===== src/rtl/v_dpu_pkg.sv =====
// Shared types and width helpers for the vector DPU output-path sequencer.
package v_dpu_pkg;

  typedef enum logic [2:0] {
    IDLE    = 3'd0,
    LOAD    = 3'd1,
    STREAM  = 3'd2,
    PARTIAL = 3'd3,
    DONE    = 3'd4
  } seq_state_e;

  localparam int DEF_MAX_VL_PER_LANE = 256;
  localparam int DEF_VLANE_NUM       = 8;

  function automatic int calc_vl_w(input int lanes, input int max_vl_per_lane);
    return $clog2(lanes * max_vl_per_lane);
  endfunction

  // One extra bit so a full-length vector's beat count fits without wrapping.
  function automatic int calc_beat_w(input int max_vl_per_lane);
    return $clog2(max_vl_per_lane) + 1;
  endfunction

  function automatic int calc_part_w(input int lanes);
    return $clog2(lanes);
  endfunction

  localparam int VL_W   = calc_vl_w(DEF_VLANE_NUM, DEF_MAX_VL_PER_LANE);
  localparam int BEAT_W = calc_beat_w(DEF_MAX_VL_PER_LANE);
  localparam int PART_W = calc_part_w(DEF_VLANE_NUM);

endpackage


===== src/rtl/v_dpu_seq_ctrl.sv =====
// Per-instruction sequencer: load pulse 1 cycle after accept, then ceil(vl/lanes) beats and optional lanes-1 partials.
// Transfers advance only while out_ready_i is high; start_ready_o is low for the whole instruction.
module v_dpu_seq_ctrl
  import v_dpu_pkg::*;
#(
  parameter int MAX_VL_PER_LANE = DEF_MAX_VL_PER_LANE,
  parameter int VLANE_NUM       = DEF_VLANE_NUM
) (
  input  logic                                           clk_i,
  input  logic                                           rst_i,
  input  logic                                           start_valid_i,
  output logic                                           start_ready_o,
  input  logic [$clog2(VLANE_NUM*MAX_VL_PER_LANE)-1:0]   vl_i,
  input  logic                                           reduction_i,
  input  logic                                           out_ready_i,
  output logic [$clog2(VLANE_NUM*MAX_VL_PER_LANE)-1:0]   vl_o,
  output logic                                           load_o,
  output logic                                           shift_en_o,
  output logic                                           shift_partial_o,
  output logic                                           busy_o,
  output logic                                           done_o
);

  localparam int VL_WD     = calc_vl_w(VLANE_NUM, MAX_VL_PER_LANE);
  localparam int BEAT_WD   = calc_beat_w(MAX_VL_PER_LANE);
  localparam int PART_WD   = calc_part_w(VLANE_NUM);
  localparam int LANE_LOG2 = $clog2(VLANE_NUM);

  localparam logic [BEAT_WD-1:0] BEAT_ONE  = BEAT_WD'(1);
  localparam logic [PART_WD-1:0] PART_ONE  = PART_WD'(1);
  localparam logic [PART_WD-1:0] PART_LAST = PART_WD'(VLANE_NUM - 2);

  seq_state_e         state_q, state_d;
  logic [VL_WD-1:0]   vl_q, vl_d;
  logic               is_red_q, is_red_d;
  logic [BEAT_WD-1:0] beats_q, beats_d;
  logic [BEAT_WD-1:0] beat_cnt_q, beat_cnt_d;
  logic [PART_WD-1:0] part_cnt_q, part_cnt_d;
  logic [BEAT_WD-1:0] beats_calc;

  // Round up: any leftover elements in the low bits cost one more beat.
  assign beats_calc = BEAT_WD'(vl_i >> LANE_LOG2)
                    + BEAT_WD'(|vl_i[LANE_LOG2-1:0]);

  always_comb begin
    state_d         = state_q;
    vl_d            = vl_q;
    is_red_d        = is_red_q;
    beats_d         = beats_q;
    beat_cnt_d      = beat_cnt_q;
    part_cnt_d      = part_cnt_q;
    start_ready_o   = 1'b0;
    load_o          = 1'b0;
    shift_en_o      = 1'b0;
    shift_partial_o = 1'b0;
    done_o          = 1'b0;

    unique case (state_q)
      IDLE: begin
        start_ready_o = 1'b1;
        if (start_valid_i) begin
          vl_d     = vl_i;
          is_red_d = reduction_i;
          beats_d  = beats_calc;
          state_d  = LOAD;
        end
      end

      LOAD: begin
        load_o     = 1'b1;
        beat_cnt_d = '0;
        part_cnt_d = '0;
        if (beats_q != '0) begin
          state_d = STREAM;
        end else if (is_red_q) begin
          state_d = PARTIAL;
        end else begin
          state_d = DONE;
        end
      end

      STREAM: begin
        shift_en_o = out_ready_i;
        if (out_ready_i) begin
          beat_cnt_d = beat_cnt_q + BEAT_ONE;
          if (beat_cnt_q == beats_q - BEAT_ONE) begin
            state_d = is_red_q ? PARTIAL : DONE;
          end
        end
      end

      PARTIAL: begin
        shift_partial_o = out_ready_i;
        if (out_ready_i) begin
          part_cnt_d = part_cnt_q + PART_ONE;
          if (part_cnt_q == PART_LAST) begin
            state_d = DONE;
          end
        end
      end

      DONE: begin
        done_o  = 1'b1;
        state_d = IDLE;
      end

      default: begin
        state_d = IDLE;
      end
    endcase
  end

  always_ff @(posedge clk_i or posedge rst_i) begin
    if (rst_i) begin
      state_q    <= IDLE;
      vl_q       <= '0;
      is_red_q   <= 1'b0;
      beats_q    <= '0;
      beat_cnt_q <= '0;
      part_cnt_q <= '0;
    end else begin
      state_q    <= state_d;
      vl_q       <= vl_d;
      is_red_q   <= is_red_d;
      beats_q    <= beats_d;
      beat_cnt_q <= beat_cnt_d;
      part_cnt_q <= part_cnt_d;
    end
  end

  assign vl_o   = vl_q;
  assign busy_o = (state_q != IDLE);

endmodule

===== config.mk =====
export PLATFORM = sky130hd
export DESIGN_NAME = v_dpu_seq_ctrl
export DESIGN_NICKNAME = d
export VERILOG_FILES = /design/src/rtl/v_dpu_pkg.sv /design/src/rtl/v_dpu_seq_ctrl.sv
export SDC_FILE = /design/constraint.sdc
export NUM_CORES = 1
export LEC_CHECK = 0
export ABC_AREA = 1
export CORE_ASPECT_RATIO = 1.75
export CORE_MARGIN = 2
export CORE_UTILIZATION = 50
export CTS_CLUSTER_SIZE = 20
export DETAILED_ROUTE_END_ITERATION = 8
export GPL_TIMING_DRIVEN = 0
export PLACE_DENSITY = 0.75
export SYNTH_ARGS = -nofsm -noshare
export SYNTH_HDL_FRONTEND = slang
export SYNTH_SLANG_ARGS = --single-unit

===== constraint.sdc =====
create_clock -name clk_i -period 1.7 [get_ports clk_i]
set_input_delay 0.255 -clock clk_i [delete_from_list [all_inputs] [get_ports clk_i]]
set_output_delay 0.255 -clock clk_i [all_outputs]
set_load 0.1 [all_outputs]

==> metrics.md <==
| Metric | Value |
|---|---|
| Status | `finished, final reports clean` |
| WL final | `5.10 mm` |
| Total global-route track usage | `0.237` |
| Antenna violations before repair | `0` |
| Cell row count | `31` |
| Post-place setup slack | `-0.752 ns` |
| Most common cell after layout, fill and taps aside | `nand2_1` |
| Num CTS Buffers | `5` |
| Crit Reg-Reg Endpoint | `state_q[1]$_DFFE_PP0P_` |
| Total Neg Setup Slack | `0 ns` |
| Core area | `4150 sq um` |
| Via count | `1991` |
| TritonCTS clock tree | `yes` |
| Syn nets | `313` |
| Met2 wire len | `3.00 mm` |
| Ratio of cells with drive above 1 in the final layout | `0.273` |
| Crit-path max FO | `4` |
| Startpoint types | `flip-flop` |
| CP startpoint | `state_q[2]$_DFFE_PP0P_` |
| Slew headroom | `0.489` |
| Clk slew on worst S/H paths | `0.08 ns` |
| Met3 wire len | `153 microns` |
| Leak pwr | `1.40 nW` |
| Post-synthesis cell area | `2180 sq um` |
| R2R Setup Slk | `0.04 ns` |
| Max frequency | `601 MHz` |
| RSZ-0062 raised after global routing | `true` |
| Clock Path Buffers | `2` |
| Htree depth | `2` |
| Synth Instances | `291` |
| WL/cell | `13.2 microns` |
| Die area | `4920 sq um` |
| DPL Wire Length | `3.77 mm` |
| Max Clock Skew | `0.00554 ns` |
| Pwr per Cell Area | `2060 nW/um^2` |
| Reg-to-reg startpoint | `beats_q[0]$_DFFE_PP0P_` |
| Min cycle time layout | `1.66 ns` |
| Largest net degree at the start of global routing | `37` |
| FF+latch count, synth | `36` |
| PnR worst setup slack | `0.0370 ns` |
| I/O pin cnt | `33` |
| Worst EP required | `1.44 ns` |
| Worst skew pair latency | `0.30 ns` |
| Crit path to | `shift_en_o` |
| Final setup viols | `0` |
| Peak supply drop | `1450 uV` |
| Placer's final routability congestion estimate | `0.773` |
| CTS Root Cell | `clkbuf_8` |
| Max-cap violation count | `0` |
| Hold Crit Class | `input port to asynchronous set/reset pin` |
| First-pass GRT wire length | `8.45 mm` |
| Yosys warns | `0` |
| Initial Util | `0.525` |
| Netlist cell types | `29` |
| Worst EP arrival | `1.41 ns` |
| Mean post-synth cell area | `7.49 sq um` |
| Vias/cell | `5.16` |
| Fin. Hold Viols | `0` |
| Number of global-route vias before repair | `1967` |
| Antenna viol nets, final | `0` |
| GR Overflow Total | `0` |
| DR pass1 iterations | `4` |
| Die W | `53.9 microns` |
| Antenna diodes | `0` |
| Residual DRC | `0` |
| Final worst path period share | `0.978` |
| Critical path type | `flip-flop to output pin` |
| Initial detailed-routing violation count | `32` |
| Crit end category | `output pin` |
| Wire length on met1 | `1.83 mm` |
| # hold bufs at CTS | `0` |
| Nets | `358` |
| WHS | `0.403 ns` |
| Most frequent cells in the layout | `74 x nand2_1, 36 x inv_1, 34 x dfrtp_1` |
| Die Ht | `91.3 microns` |
| Least-Margin Pin Slew | `0.765 ns` |
| Top layer in use | `met4` |
| Area Overhead vs Synth | `33.6%` |
| CTS Sinks | `36` |
| Port buffer count | `32` |
| Worst r2r path cells | `13` |
| Register area share after synthesis | `0.414` |
| Fin. max-slew vios | `0` |
==> kinds of logic (layout without fill, tap and decap cells) <==
| kind of cell | after synthesis | in the layout | synth area share |
|---|---|---|---|
| adder cells (fa/ha/maj) | 6 | 6 | 0.0345 |
| AO/OA/AOI/OAI | 41 | 41 | 0.103 |
| buffers and inverters | 55 | 101 | 0.101 |
| AND/OR/NAND/NOR | 146 | 146 | 0.320 |
| flip-flops | 36 | 36 | 0.414 |
| XOR/XNOR | 7 | 7 | 0.0281 |
==> critical path, stage by stage (launching register included) <==
cell        delay, ns
dfrtp_1          0.39
inv_2            0.12
nand2_4          0.08
nor2_4           0.15
nand2_4          0.08
clkinvlp_4       0.12
buf_12           0.18
==> layout make-up <==
class,instances,area [sq um]
clock buffers,8,90.1
repair buffers,38,417
flip-flops and latches,36,903
multi-input cells,200,1190
well taps,49,61.3
inverters,52,216
fillers,354,1240
plain buffers,3,33.8
==> power by group <==
group          total, mW  internal, mW  switching [mW]
Combinational       3.94          1.17            2.78
Sequential          1.40          1.15           0.255
Clock              0.658         0.331           0.327
Total               6.00          2.65            3.36
==> through the flow <==
| stage | instances | util | area [sq um] | total power, mW |
|---|---|---|---|---|
| finish | 386 | 0.701 | 2910 | 6.00 |
| global route | 386 | 0.701 | 2910 | 6.36 |
| CTS | 380 | 0.666 | 2760 | 5.75 |
| detailed placement | 372 | 0.629 | 2610 | 5.01 |
| global placement | 372 | 0.629 | 2610 | 4.94 |
| floorplan | 291 | - | 2230 | 4.21 |
==> Yosys cell counts, drive strengths merged <==
library cell | n | area [sq um]
xor2 | 3 | 26.3
nand2 | 87 | 374
clkinv | 1 | 5.00
o21ai | 32 | 160
nor2 | 29 | 139
o221ai | 1 | 8.76
xnor2 | 4 | 35.0
nor3 | 4 | 30.0
nand3b | 1 | 7.51
ha | 6 | 75.1
dfrtp | 36 | 901
o32ai | 1 | 16.3
nand3 | 22 | 128
inv | 51 | 194
nand4 | 3 | 18.8
a21oi | 7 | 38.8
buf | 3 | 21.3
==> metal layers <==
metal	vias up	track usage
li1	1002	-
met1	945	0.237
met2	36	0.429
met3	8	0.0444
met4	0	0.120
met5	-	0
==> worst min path at each step <==
stage / to / slack (ns) / cells past startpoint
CTS: vl_o[1]$_DFFE_PP0P_ / 0.45 / 2
global placement: vl_o[10]$_DFFE_PP0P_ / 0.46 / 2
floorplan: beats_q[7]$_DFFE_PP0P_ / 0.35 / 1
detailed placement: vl_o[10]$_DFFE_PP0P_ / 0.46 / 2
finish: vl_o[10]$_DFFE_PP0P_ / 0.40 / 2
global route: vl_o[10]$_DFFE_PP0P_ / 0.49 / 2
==> sequential cells by signal, indices dropped and copies added (netlist names) <==
signal / flops
beat_cnt_q: 9
state_q: 3
part_cnt_q: 3
beats_q: 9
is_red_q: 1
vl_o: 11
==> repair_timing <==
action                                  in CTS  in global routing
resized for setup                           85                 26
pin swaps                                    0                 14
endpoints found under the setup margin      21                 11
setup buffers                                0                  6
Power figures use the tool's default switching activity.
